==> src/rtl/traffic_light_multi_phase_if.sv <==
// Bundle of request inputs and lamp/status outputs for the multi-phase traffic light.
interface traffic_light_multi_phase_if #(
    parameter int NUM_PHASES = 2,
    parameter int PW         = $clog2(NUM_PHASES)
);
    logic [NUM_PHASES-1:0]   ped_req;
    logic                    emerg_req;
    logic [PW-1:0]           emerg_phase;
    logic                    flash_mode;
    logic [3*NUM_PHASES-1:0] lights;
    logic [NUM_PHASES-1:0]   ped_walk;
    logic [PW-1:0]           phase_idx;
    logic [2:0]              state;

    modport master (
        output ped_req, emerg_req, emerg_phase, flash_mode,
        input  lights, ped_walk, phase_idx, state
    );

    modport slave (
        input  ped_req, emerg_req, emerg_phase, flash_mode,
        output lights, ped_walk, phase_idx, state
    );
endinterface

==> src/rtl/traffic_light_multi_phase.sv <==
// Round-robin multi-approach traffic light with pedestrian extension, emergency
// pre-emption and all-red flashing; every output is a register.
module traffic_light_multi_phase #(
    parameter int NUM_PHASES       = 2,
    parameter int CNT_W            = 8,
    parameter int GREEN_CYCLES     = 20,
    parameter int PED_EXTRA_CYCLES = 8,
    parameter int YELLOW_CYCLES    = 4,
    parameter int ALL_RED_CYCLES   = 2,
    parameter int FLASH_CYCLES     = 5
) (
    input  logic                      clk,
    input  logic                      reset_n,
    traffic_light_multi_phase_if.slave bus
);
    localparam int PW = $clog2(NUM_PHASES);

    localparam logic [2:0] ST_ALL_RED = 3'd0;
    localparam logic [2:0] ST_GREEN   = 3'd1;
    localparam logic [2:0] ST_YELLOW  = 3'd2;
    localparam logic [2:0] ST_FLASH   = 3'd3;
    localparam logic [2:0] ST_PREEMPT = 3'd4;

    localparam logic [CNT_W-1:0] LD_GREEN     = CNT_W'(GREEN_CYCLES - 1);
    localparam logic [CNT_W-1:0] LD_GREEN_PED = CNT_W'(GREEN_CYCLES + PED_EXTRA_CYCLES - 1);
    localparam logic [CNT_W-1:0] LD_YELLOW    = CNT_W'(YELLOW_CYCLES - 1);
    localparam logic [CNT_W-1:0] LD_ALL_RED   = CNT_W'(ALL_RED_CYCLES - 1);
    localparam logic [CNT_W-1:0] LD_FLASH     = CNT_W'(FLASH_CYCLES - 1);

    logic [2:0]              st, st_n;
    logic [CNT_W-1:0]        cnt, cnt_n;
    logic [PW-1:0]           ph, ph_n, ph_inc, ep;
    logic [NUM_PHASES-1:0]   pend, pend_n, walk, walk_n, onehot;
    logic                    preempt, preempt_n;
    logic                    flash_on, flash_on_n;
    logic [3*NUM_PHASES-1:0] lights, lights_n;
    logic                    expired;

    function automatic logic [3*NUM_PHASES-1:0] lamp_map(input logic [2:0] s,
                                                         input logic [PW-1:0] p,
                                                         input logic fl);
        logic [3*NUM_PHASES-1:0] v;
        v = '0;
        for (int i = 0; i < NUM_PHASES; i++) begin
            if (s == ST_FLASH)
                v[3*i +: 3] = {fl, 2'b00};
            else if (PW'(i) == p && (s == ST_GREEN || s == ST_PREEMPT))
                v[3*i +: 3] = 3'b001;
            else if (PW'(i) == p && s == ST_YELLOW)
                v[3*i +: 3] = 3'b010;
            else
                v[3*i +: 3] = 3'b100;
        end
        return v;
    endfunction

    // Out-of-range emergency phases fall back to phase 0.
    assign ep      = ({1'b0, bus.emerg_phase} < (PW+1)'(NUM_PHASES)) ? bus.emerg_phase : '0;
    assign ph_inc  = (ph == PW'(NUM_PHASES - 1)) ? '0 : ph + 1'b1;
    assign onehot  = NUM_PHASES'(1) << ph_inc;
    assign expired = (cnt == '0);

    always_comb begin
        st_n       = st;
        cnt_n      = cnt - 1'b1;
        ph_n       = ph;
        pend_n     = pend | bus.ped_req;
        walk_n     = walk;
        preempt_n  = preempt;
        flash_on_n = flash_on;
        case (st)
            ST_ALL_RED: begin
                preempt_n = bus.emerg_req;
                if (expired) begin
                    if (preempt && bus.emerg_req) begin
                        st_n      = ST_PREEMPT;
                        ph_n      = ep;
                        cnt_n     = '0;
                        preempt_n = 1'b0;
                    end else if (bus.flash_mode) begin
                        st_n       = ST_FLASH;
                        cnt_n      = LD_FLASH;
                        flash_on_n = 1'b1;
                    end else begin
                        st_n   = ST_GREEN;
                        ph_n   = ph_inc;
                        cnt_n  = pend[ph_inc] ? LD_GREEN_PED : LD_GREEN;
                        walk_n = pend[ph_inc] ? onehot : '0;
                        // A request arriving on the serving edge survives for the next service.
                        pend_n = (pend & ~onehot) | bus.ped_req;
                    end
                end
            end
            ST_GREEN: begin
                if (bus.emerg_req && ep == ph) begin
                    st_n      = ST_PREEMPT;
                    cnt_n     = '0;
                    walk_n    = '0;
                    preempt_n = 1'b0;
                end else if (bus.emerg_req) begin
                    st_n      = ST_YELLOW;
                    cnt_n     = LD_YELLOW;
                    walk_n    = '0;
                    preempt_n = 1'b1;
                end else begin
                    preempt_n = 1'b0;
                    if (expired) begin
                        st_n   = ST_YELLOW;
                        cnt_n  = LD_YELLOW;
                        walk_n = '0;
                    end
                end
            end
            ST_YELLOW: begin
                preempt_n = bus.emerg_req;
                if (expired) begin
                    st_n  = ST_ALL_RED;
                    cnt_n = LD_ALL_RED;
                end
            end
            ST_FLASH: begin
                preempt_n = 1'b0;
                if (!bus.flash_mode) begin
                    st_n  = ST_ALL_RED;
                    cnt_n = LD_ALL_RED;
                end else if (expired) begin
                    cnt_n      = LD_FLASH;
                    flash_on_n = ~flash_on;
                end
            end
            ST_PREEMPT: begin
                preempt_n = 1'b0;
                cnt_n     = cnt;
                if (!bus.emerg_req) begin
                    st_n  = ST_YELLOW;
                    cnt_n = LD_YELLOW;
                end
            end
            default: begin
                st_n  = ST_ALL_RED;
                cnt_n = LD_ALL_RED;
            end
        endcase
        lights_n = lamp_map(st_n, ph_n, flash_on_n);
    end

    always_ff @(posedge clk or negedge reset_n) begin
        if (!reset_n) begin
            st       <= ST_ALL_RED;
            cnt      <= LD_ALL_RED;
            ph       <= PW'(NUM_PHASES - 1);
            pend     <= '0;
            preempt  <= 1'b0;
            flash_on <= 1'b1;
            walk     <= '0;
            lights   <= {NUM_PHASES{3'b100}};
        end else begin
            st       <= st_n;
            cnt      <= cnt_n;
            ph       <= ph_n;
            pend     <= pend_n;
            preempt  <= preempt_n;
            flash_on <= flash_on_n;
            walk     <= walk_n;
            lights   <= lights_n;
        end
    end

    assign bus.lights    = lights;
    assign bus.ped_walk  = walk;
    assign bus.phase_idx = ph;
    assign bus.state     = st;
endmodule

==> src/flat_wrapper.sv <==
// flat-port wrapper written by rule: the top's interface ports become plain ports
module traffic_light_multi_phase_flat 
#(
    parameter int NUM_PHASES       = 2,
    parameter int CNT_W            = 8,
    parameter int GREEN_CYCLES     = 20,
    parameter int PED_EXTRA_CYCLES = 8,
    parameter int YELLOW_CYCLES    = 4,
    parameter int ALL_RED_CYCLES   = 2,
    parameter int FLASH_CYCLES     = 5
)
  (clk, reset_n, bus_ped_req, bus_emerg_req, bus_emerg_phase, bus_flash_mode, bus_lights, bus_ped_walk, bus_phase_idx, bus_state);
  traffic_light_multi_phase_if #(.NUM_PHASES(NUM_PHASES)) bus_i ();
  input  logic clk;
  input  logic reset_n;
  input wire logic [$bits(bus_i.ped_req)-1:0] bus_ped_req;
  input wire logic [$bits(bus_i.emerg_req)-1:0] bus_emerg_req;
  input wire logic [$bits(bus_i.emerg_phase)-1:0] bus_emerg_phase;
  input wire logic [$bits(bus_i.flash_mode)-1:0] bus_flash_mode;
  output wire logic [$bits(bus_i.lights)-1:0] bus_lights;
  output wire logic [$bits(bus_i.ped_walk)-1:0] bus_ped_walk;
  output wire logic [$bits(bus_i.phase_idx)-1:0] bus_phase_idx;
  output wire logic [$bits(bus_i.state)-1:0] bus_state;
  assign bus_i.ped_req = bus_ped_req;
  assign bus_i.emerg_req = bus_emerg_req;
  assign bus_i.emerg_phase = bus_emerg_phase;
  assign bus_i.flash_mode = bus_flash_mode;
  assign bus_lights = bus_i.lights;
  assign bus_ped_walk = bus_i.ped_walk;
  assign bus_phase_idx = bus_i.phase_idx;
  assign bus_state = bus_i.state;
  traffic_light_multi_phase #(.NUM_PHASES(NUM_PHASES), .CNT_W(CNT_W), .GREEN_CYCLES(GREEN_CYCLES), .PED_EXTRA_CYCLES(PED_EXTRA_CYCLES), .YELLOW_CYCLES(YELLOW_CYCLES), .ALL_RED_CYCLES(ALL_RED_CYCLES), .FLASH_CYCLES(FLASH_CYCLES)) u_core (.clk(clk), .reset_n(reset_n), .bus(bus_i));
endmodule
==> config.mk <==
export PLATFORM = sky130hd
export DESIGN_NAME = traffic_light_multi_phase_flat
export DESIGN_NICKNAME = d
export VERILOG_FILES = /design/src/rtl/traffic_light_multi_phase_if.sv /design/src/rtl/traffic_light_multi_phase.sv /design/src/flat_wrapper.sv
export SDC_FILE = /design/constraint.sdc
export NUM_CORES = 1
export LEC_CHECK = 0
export BUFFER_PORTS_ARGS = -buffer_cell sky130_fd_sc_hd__buf_2
export CAP_MARGIN = 10
export CORE_MARGIN = 2
export CORE_UTILIZATION = 49
export CTS_BUF_LIST = sky130_fd_sc_hd__clkbuf_2
export DETAILED_ROUTE_END_ITERATION = 12
export PLACE_DENSITY = 0.65
export SLEW_MARGIN = 30
export SYNTH_ARGS = -nofsm -noshare
export SYNTH_HDL_FRONTEND = slang
export SYNTH_SLANG_ARGS = --single-unit
==> constraint.sdc <==
create_clock -name clk -period 2.6 [get_ports clk]
set_input_delay 0.13 -clock clk [delete_from_list [all_inputs] [get_ports clk]]
set_output_delay 0.13 -clock clk [all_outputs]
set_load 0.02 [all_outputs]
## Word level (Yosys, flattened, before mapping)

Cells that the tools add are included.

- Flip-flop bits (word level): 24
- Input bits: 7
- Output and inout bits: 12
- Logic and storage cells: 103

- Add/subtract/negate cells: 2
- Order comparisons: 1
- Equal/unequal tests: 14
- Shift operators: 1
- Multiplexer cells: 58
- Bitwise gates (word level): 6
- Reductions and logical operators: 13

Operators with widths:

| operator | count |
|---|---|
| 8-bit two-way mux | 10 |
| 3-bit two-way mux | 14 |
| 8-bit case mux with 5 select lines | 1 |
| 2-bit two-way mux | 12 |
| 1-bit two-way mux | 16 |
| 3-bit case mux with 5 select lines | 1 |
| 3-bit by 2-bit equality test with 1-bit output, second input constant | 4 |
| 8-bit zero test | 1 |
| 8-bit by 1-bit subtractor with 8-bit output, second input constant | 1 |
| 3-bit by 1-bit equality test with 1-bit output, second input constant | 2 |
| 3-bit equality test, second input constant | 2 |
| 1-bit logical AND | 6 |
| 2-bit != test, second input constant | 3 |
| 5-bit AND reduction | 1 |
| 4-bit two-way mux | 1 |
| 4-bit by 2-bit != test with 1-bit output, second input constant | 1 |
| 2-bit bitwise OR | 2 |
| 1-bit case mux with 4 select lines | 1 |
| 2-bit case mux with 2 select lines | 1 |
| 4-bit nonzero test | 1 |
| 3-bit zero test | 1 |
| 2-bit AND | 1 |
| 1-bit by 2-bit < comparator with 1-bit output, second input constant | 1 |
| 2-bit by 1-bit != test with 1-bit output, second input constant | 1 |
| other kinds (9) | 10 |

## Logic depth before layout (Yosys ltp)

- Word-level depth: 11
- Depth in mapped cells: 10
- Depth with buffers taken out: 9

## Worst setup path after synthesis

No wires, ideal clock.

- Path kind: reg2reg
- Start: reg u_core.cnt[0]
- End: reg u_core.lights[2] (netlist: u_core.bus.lights[2])
- Library setup time: 0.082 ns
- Arrival: 1.901 ns
- Data required time: 2.518 ns
- Setup slack: 0.617 ns
- Stages on the path, launching flop included: 10
- Path buffers: 1
- Period minus slack after synthesis: 1.983 ns
- Cells stage by stage: dfstp_2 inv_1 ha_1 nor4b_4 and2_1 buf_6 a311oi_2 nor2_1 a21o_1 a22oi_1

- Cells in the longest elaborated chain, start to end: 10
- Elaborated cells on any way between the ends: 24
- Classes of those cells: eq/ne (4); mux (15); bitwise (1); reduce/logical (4)

Ends and longest elaborated chain:

| item | line | RTL |
|---|---|---|
| start, declared | traffic_light_multi_phase.sv:31 | `logic [CNT_W-1:0] cnt, cnt_n;` |
| start signal, assigned | traffic_light_multi_phase.sv:159 | `cnt <= cnt_n;` |
| 8-bit zero test * | traffic_light_multi_phase.sv:61 | `assign expired = (cnt == '0);` |
| 3-bit two-way mux | traffic_light_multi_phase.sv:107 | `if (expired) begin` |
| 3-bit two-way mux | traffic_light_multi_phase.sv:100 | `end else if (bus.emerg_req) begin` |
| 3-bit two-way mux | traffic_light_multi_phase.sv:95 | `if (bus.emerg_req && ep == ph) begin` |
| 3-bit case mux with 5 select lines | traffic_light_multi_phase.sv:71 | `case (st)` |
| 3-bit by 2-bit equality test with 1-bit output (tied with other cells) | traffic_light_multi_phase.sv:49 | `else if (PW'(i) == p && s == ST_YELLOW)` |
| 1-bit logical AND / 1-bit logical OR (equally long branches) | traffic_light_multi_phase.sv:49, traffic_light_multi_phase.sv:47 |  |
| 3-bit two-way mux / 1-bit logical AND (equally long branches) | traffic_light_multi_phase.sv:49, traffic_light_multi_phase.sv:47 |  |
| 3-bit two-way mux | traffic_light_multi_phase.sv:47 | `else if (PW'(i) == p && (s == ST_GREEN \|\| s == ST_PREEMPT))` |
| 3-bit two-way mux * | traffic_light_multi_phase.sv:45 | `if (s == ST_FLASH)` |
| via u_core.lights_n[2] | traffic_light_multi_phase.sv:36 | `logic [3*NUM_PHASES-1:0] lights, lights_n;` |
| end signal, assigned | traffic_light_multi_phase.sv:156 | `lights <= {NUM_PHASES{3'b100}};` |
| end signal, assigned | traffic_light_multi_phase.sv:165 | `lights <= lights_n;` |
| end, declared | traffic_light_multi_phase.sv:36 |  |

Mark *: on every way through the listed nets, which the timed path passes. The rest lies on a longest branch.
A chain may end at the register's enable or synchronous reset.

## Final worst setup path

- Start: reg u_core.cnt[1]
- End: reg u_core.lights[5] (netlist: u_core.bus.lights[5])

- Elaborated cells on any way between the ends: 23
- Classes of those cells: eq/ne (4); mux (15); reduce/logical (4)

RTL lines:

| item | line | RTL |
|---|---|---|
| 8-bit zero test * | traffic_light_multi_phase.sv:61 |  |
| 1-bit two-way mux * | traffic_light_multi_phase.sv:74 | `if (expired) begin` |
| 1-bit two-way mux * | traffic_light_multi_phase.sv:71 |  |
| via u_core.ph_n | traffic_light_multi_phase.sv:32 | `logic [PW-1:0] ph, ph_n, ph_inc, ep;` |
| 1-bit logical AND | traffic_light_multi_phase.sv:49 |  |
| 3-bit two-way mux | traffic_light_multi_phase.sv:49 |  |
| 3-bit two-way mux * | traffic_light_multi_phase.sv:47 |  |
| 3-bit two-way mux * | traffic_light_multi_phase.sv:45 |  |
| via u_core.lights_n[5] | traffic_light_multi_phase.sv:36 |  |

Marked as above.

==> metrics.txt <==
Worst Path Max Fanout 11; Seq/Total Area, Yosys about two fifths; VDD IR max 0.537 mV; Max Slew Vio Count 0; Avg Inst Size Synth between 9 and 10 um2; hold path cells 3; Power per Cell Area about 1000 mW/mm2; most common cell after layout, fill and taps aside dfrtp_1; Syn Inst Count 164; Post-DP HPWL 2.65 mm; TritonCTS clock tree built; Vias per Instance roughly 6; gr ovfl total 0; synthesized cell area approximately 0.0016 mm2; Initial DRC Count 76; fin crit period ~2.3 ns; Rows 20; max cap viols 0; die height between 60 and 70 um; GR met1 Demand/Resource between 30% and 40%; final instance area between 0.0015 and 0.002 mm2; CP Launch Type flop; clock slew seen by the registers of the worst setup and hold paths approximately 0.22 ns; setup bufs post-CTS 0; Ports 19; Final Hold Fails 0; skew final 0.00669 ns; maximum number of pins on one net before global-route repair 25; initial antenna violation count 0; met2 Resource Use GR between 30% and 40%; setup_tns 0 ns; CTS buffer count 3; Vias 1,340; achievable frequency roughly 430 MHz; Pre-Repair DR Iteration Count 4; most used routing layer met2; Yosys reg bits 24; Nets 191; first-pass GRT wire length about 5.9 mm; FF-to-FF setup slack around 0.27 ns; gpl congestion between 0.8 and 0.9; Skew-Pair Late Insertion Delay approximately 0.35 ns; Setup violations, final 0; met3 usage between 2 and 3%; initial core utilization between 50% and 60%; RSZ-0062 raised after global routing no; DRC Markers 0; CTS H-Tree Depth 1; hold endpoint u_core.bus.state[2]$_DFF_PN0_; Max clock buf depth 2; Slowest cell on crit path dfrtp_1; GR Util All Layers approximately a fifth; r2r startpoint u_core.cnt[1]$_DFFE_PN0P_; Setup CP Type reg2reg; reg2reg end u_core.bus.lights[5]$_DFF_PN1_; final period utilization roughly nine tenths; crit end category flop; crit-path cells inv_1, ha_1, nor4b_4, nand2_2, nor3_2, a21o_1, inv_1, a21o_1, a22oi_1; most frequent cells in the layout dfrtp_1, buf_2, nor2_1; WP data required slightly below 3 ns; core area around 0.003 mm2; Synth Flop Type dfrtp_1; final non-filler cell total between 200 and 250; layout cell share with drive strength beyond 1 24.3%; Root Buffer clkbuf_2; syn_nets around 170; min-delay src bus_emerg_req; EDFF count, synth 0; Distinct cells, synth 53; critical path's largest stage delay approximately 0.45 ns; Synth async-reset ratio 100%; Placed Area ~0.0016 mm2; Ys Warns 0; Layout area overhead 6.41%; Rel. slew slack between 50% and 60%; Ant. Diodes 0; Placed Cells ~220; final WL between 3 and 4 mm; die area around 0.0037 mm2; worst-margin pin slew between 0.6 and 0.7 ns; Die Width roughly 61 um; clock sinks 24; Wirelength per Cell between 15 and 20 um; Leak Pwr about 0.00072 uW; Worst R2R Path Depth 9; worst hold-check path type in2reg; PortBufs 18; Fillers around 300; status finished clean; vias in the first global route approximately 1,300; CP arrival 2.62 ns; final core utilization between 50% and 60%; ANT nets after route 0
## per-stage QoR
| step | hold slack (ns) | worst slack [ns] | power [uW] |
|---|---|---|---|
| 2_1_floorplan | -0.166 | 0.617 | 1350 |
| 3_3_place_gp | 0.119 | 0.419 | 1520 |
| 3_5_place_dp | 0.130 | 0.376 | 1540 |
| 4_1_cts | 0.197 | 0.322 | 1690 |
| 5_1_grt | 0.233 | 0.0790 | 1820 |
| 6_report | 0.223 | 0.273 | 1690 |
## registers in the layout, indices dropped and copies added, names as in the netlist
name                  count
u_core.cnt                8
u_core.bus.lights         6
u_core.bus.state          3
u_core.bus.ped_walk       2
u_core.pend               2
u_core.bus.phase_idx      1
u_core.flash_on           1
u_core.preempt            1
## area by class of cell
class	count	area, um2	share of cell area (%)
multi-input combinational	122	840	49.9
inverter	9	33.8	2.01
tap	44	55.1	3.27
clock inverter	1	3.75	0.223
clock buffer	3	15.0	0.893
sequential	24	607	36.1
timing repair buffer	22	128	7.59
## power breakdown
group | total [uW] | switching [uW] | internal, uW | leakage, uW
clock | 147 | 113 | 33.4 | 0.0000140
combinational | 859 | 502 | 357 | 0.000416
sequential | 681 | 154 | 527 | 0.000291
## synthesized netlist by cell type, types with 3 or more instances
master	count	area (um2)
dfrtp_1	19	475
nor2_1	16	60.1
o21ai_0	15	75.1
a21oi_1	13	65.1
nand2_1	12	45.0
inv_1	9	33.8
clkbuf_8	5	68.8
dfstp_2	5	131
nor2b_1	5	31.3
nand3_1	4	20.0
a21o_1	3	22.5
a22oi_1	3	22.5
a32o_1	3	30.0
and2_1	3	18.8
## critical path: cells and delay by family, from the launching register on
family / cells / cell delay [ns]
AOI/OAI and AO/OA: 3 / 0.56
adders and majority gates: 1 / 0.15
and+or+nand+nor: 3 / 0.91
DFF: 1 / 0.45
buffers and inverters: 2 / 0.23
## what timing repair did
action / 4_1_cts / 5_1_grt
hold buffers: 3 / 0
resized for setup: 0 / 0
endpoints found under the hold margin: 21 / 0
## layer usage
metal	wire length, um	up-vias
li1	-	633
met1	1650	646
met2	1560	52
met3	200	9
met4	74	0
met5	0	-
## how the worst max path moves through the flow
stage | from | endpoint | slack, ns
final | u_core.cnt[1]$_DFFE_PN0P_ | u_core.bus.lights[5]$_DFF_PN1_ | 0.27
after global routing | u_core.cnt[1]$_DFFE_PN0P_ | u_core.bus.lights[5]$_DFF_PN1_ | 0.08
after CTS | u_core.cnt[1]$_DFFE_PN0P_ | u_core.bus.lights[5]$_DFF_PN1_ | 0.32
after detailed placement | u_core.cnt[1]$_DFFE_PN0P_ | u_core.bus.lights[5]$_DFF_PN1_ | 0.38
after global placement | u_core.cnt[1]$_DFFE_PN0P_ | u_core.bus.lights[5]$_DFF_PN1_ | 0.42
after floorplan | u_core.cnt[0]$_DFFE_PN1P_ | u_core.bus.lights[2]$_DFF_PN1_ | 0.62
## cell families after synthesis
family,count (synthesis),synth area share (%)
AO/OA/AOI/OAI,61,30.4
AND/OR/NAND/NOR,57,20.0
flip-flops,24,38.4
buffers and inverters,18,8.47
adder cells (fa/ha/maj),2,1.58
XOR/XNOR,1,0.554
multiplexers,1,0.633
Note: power is estimated with default switching activity, not from simulation.
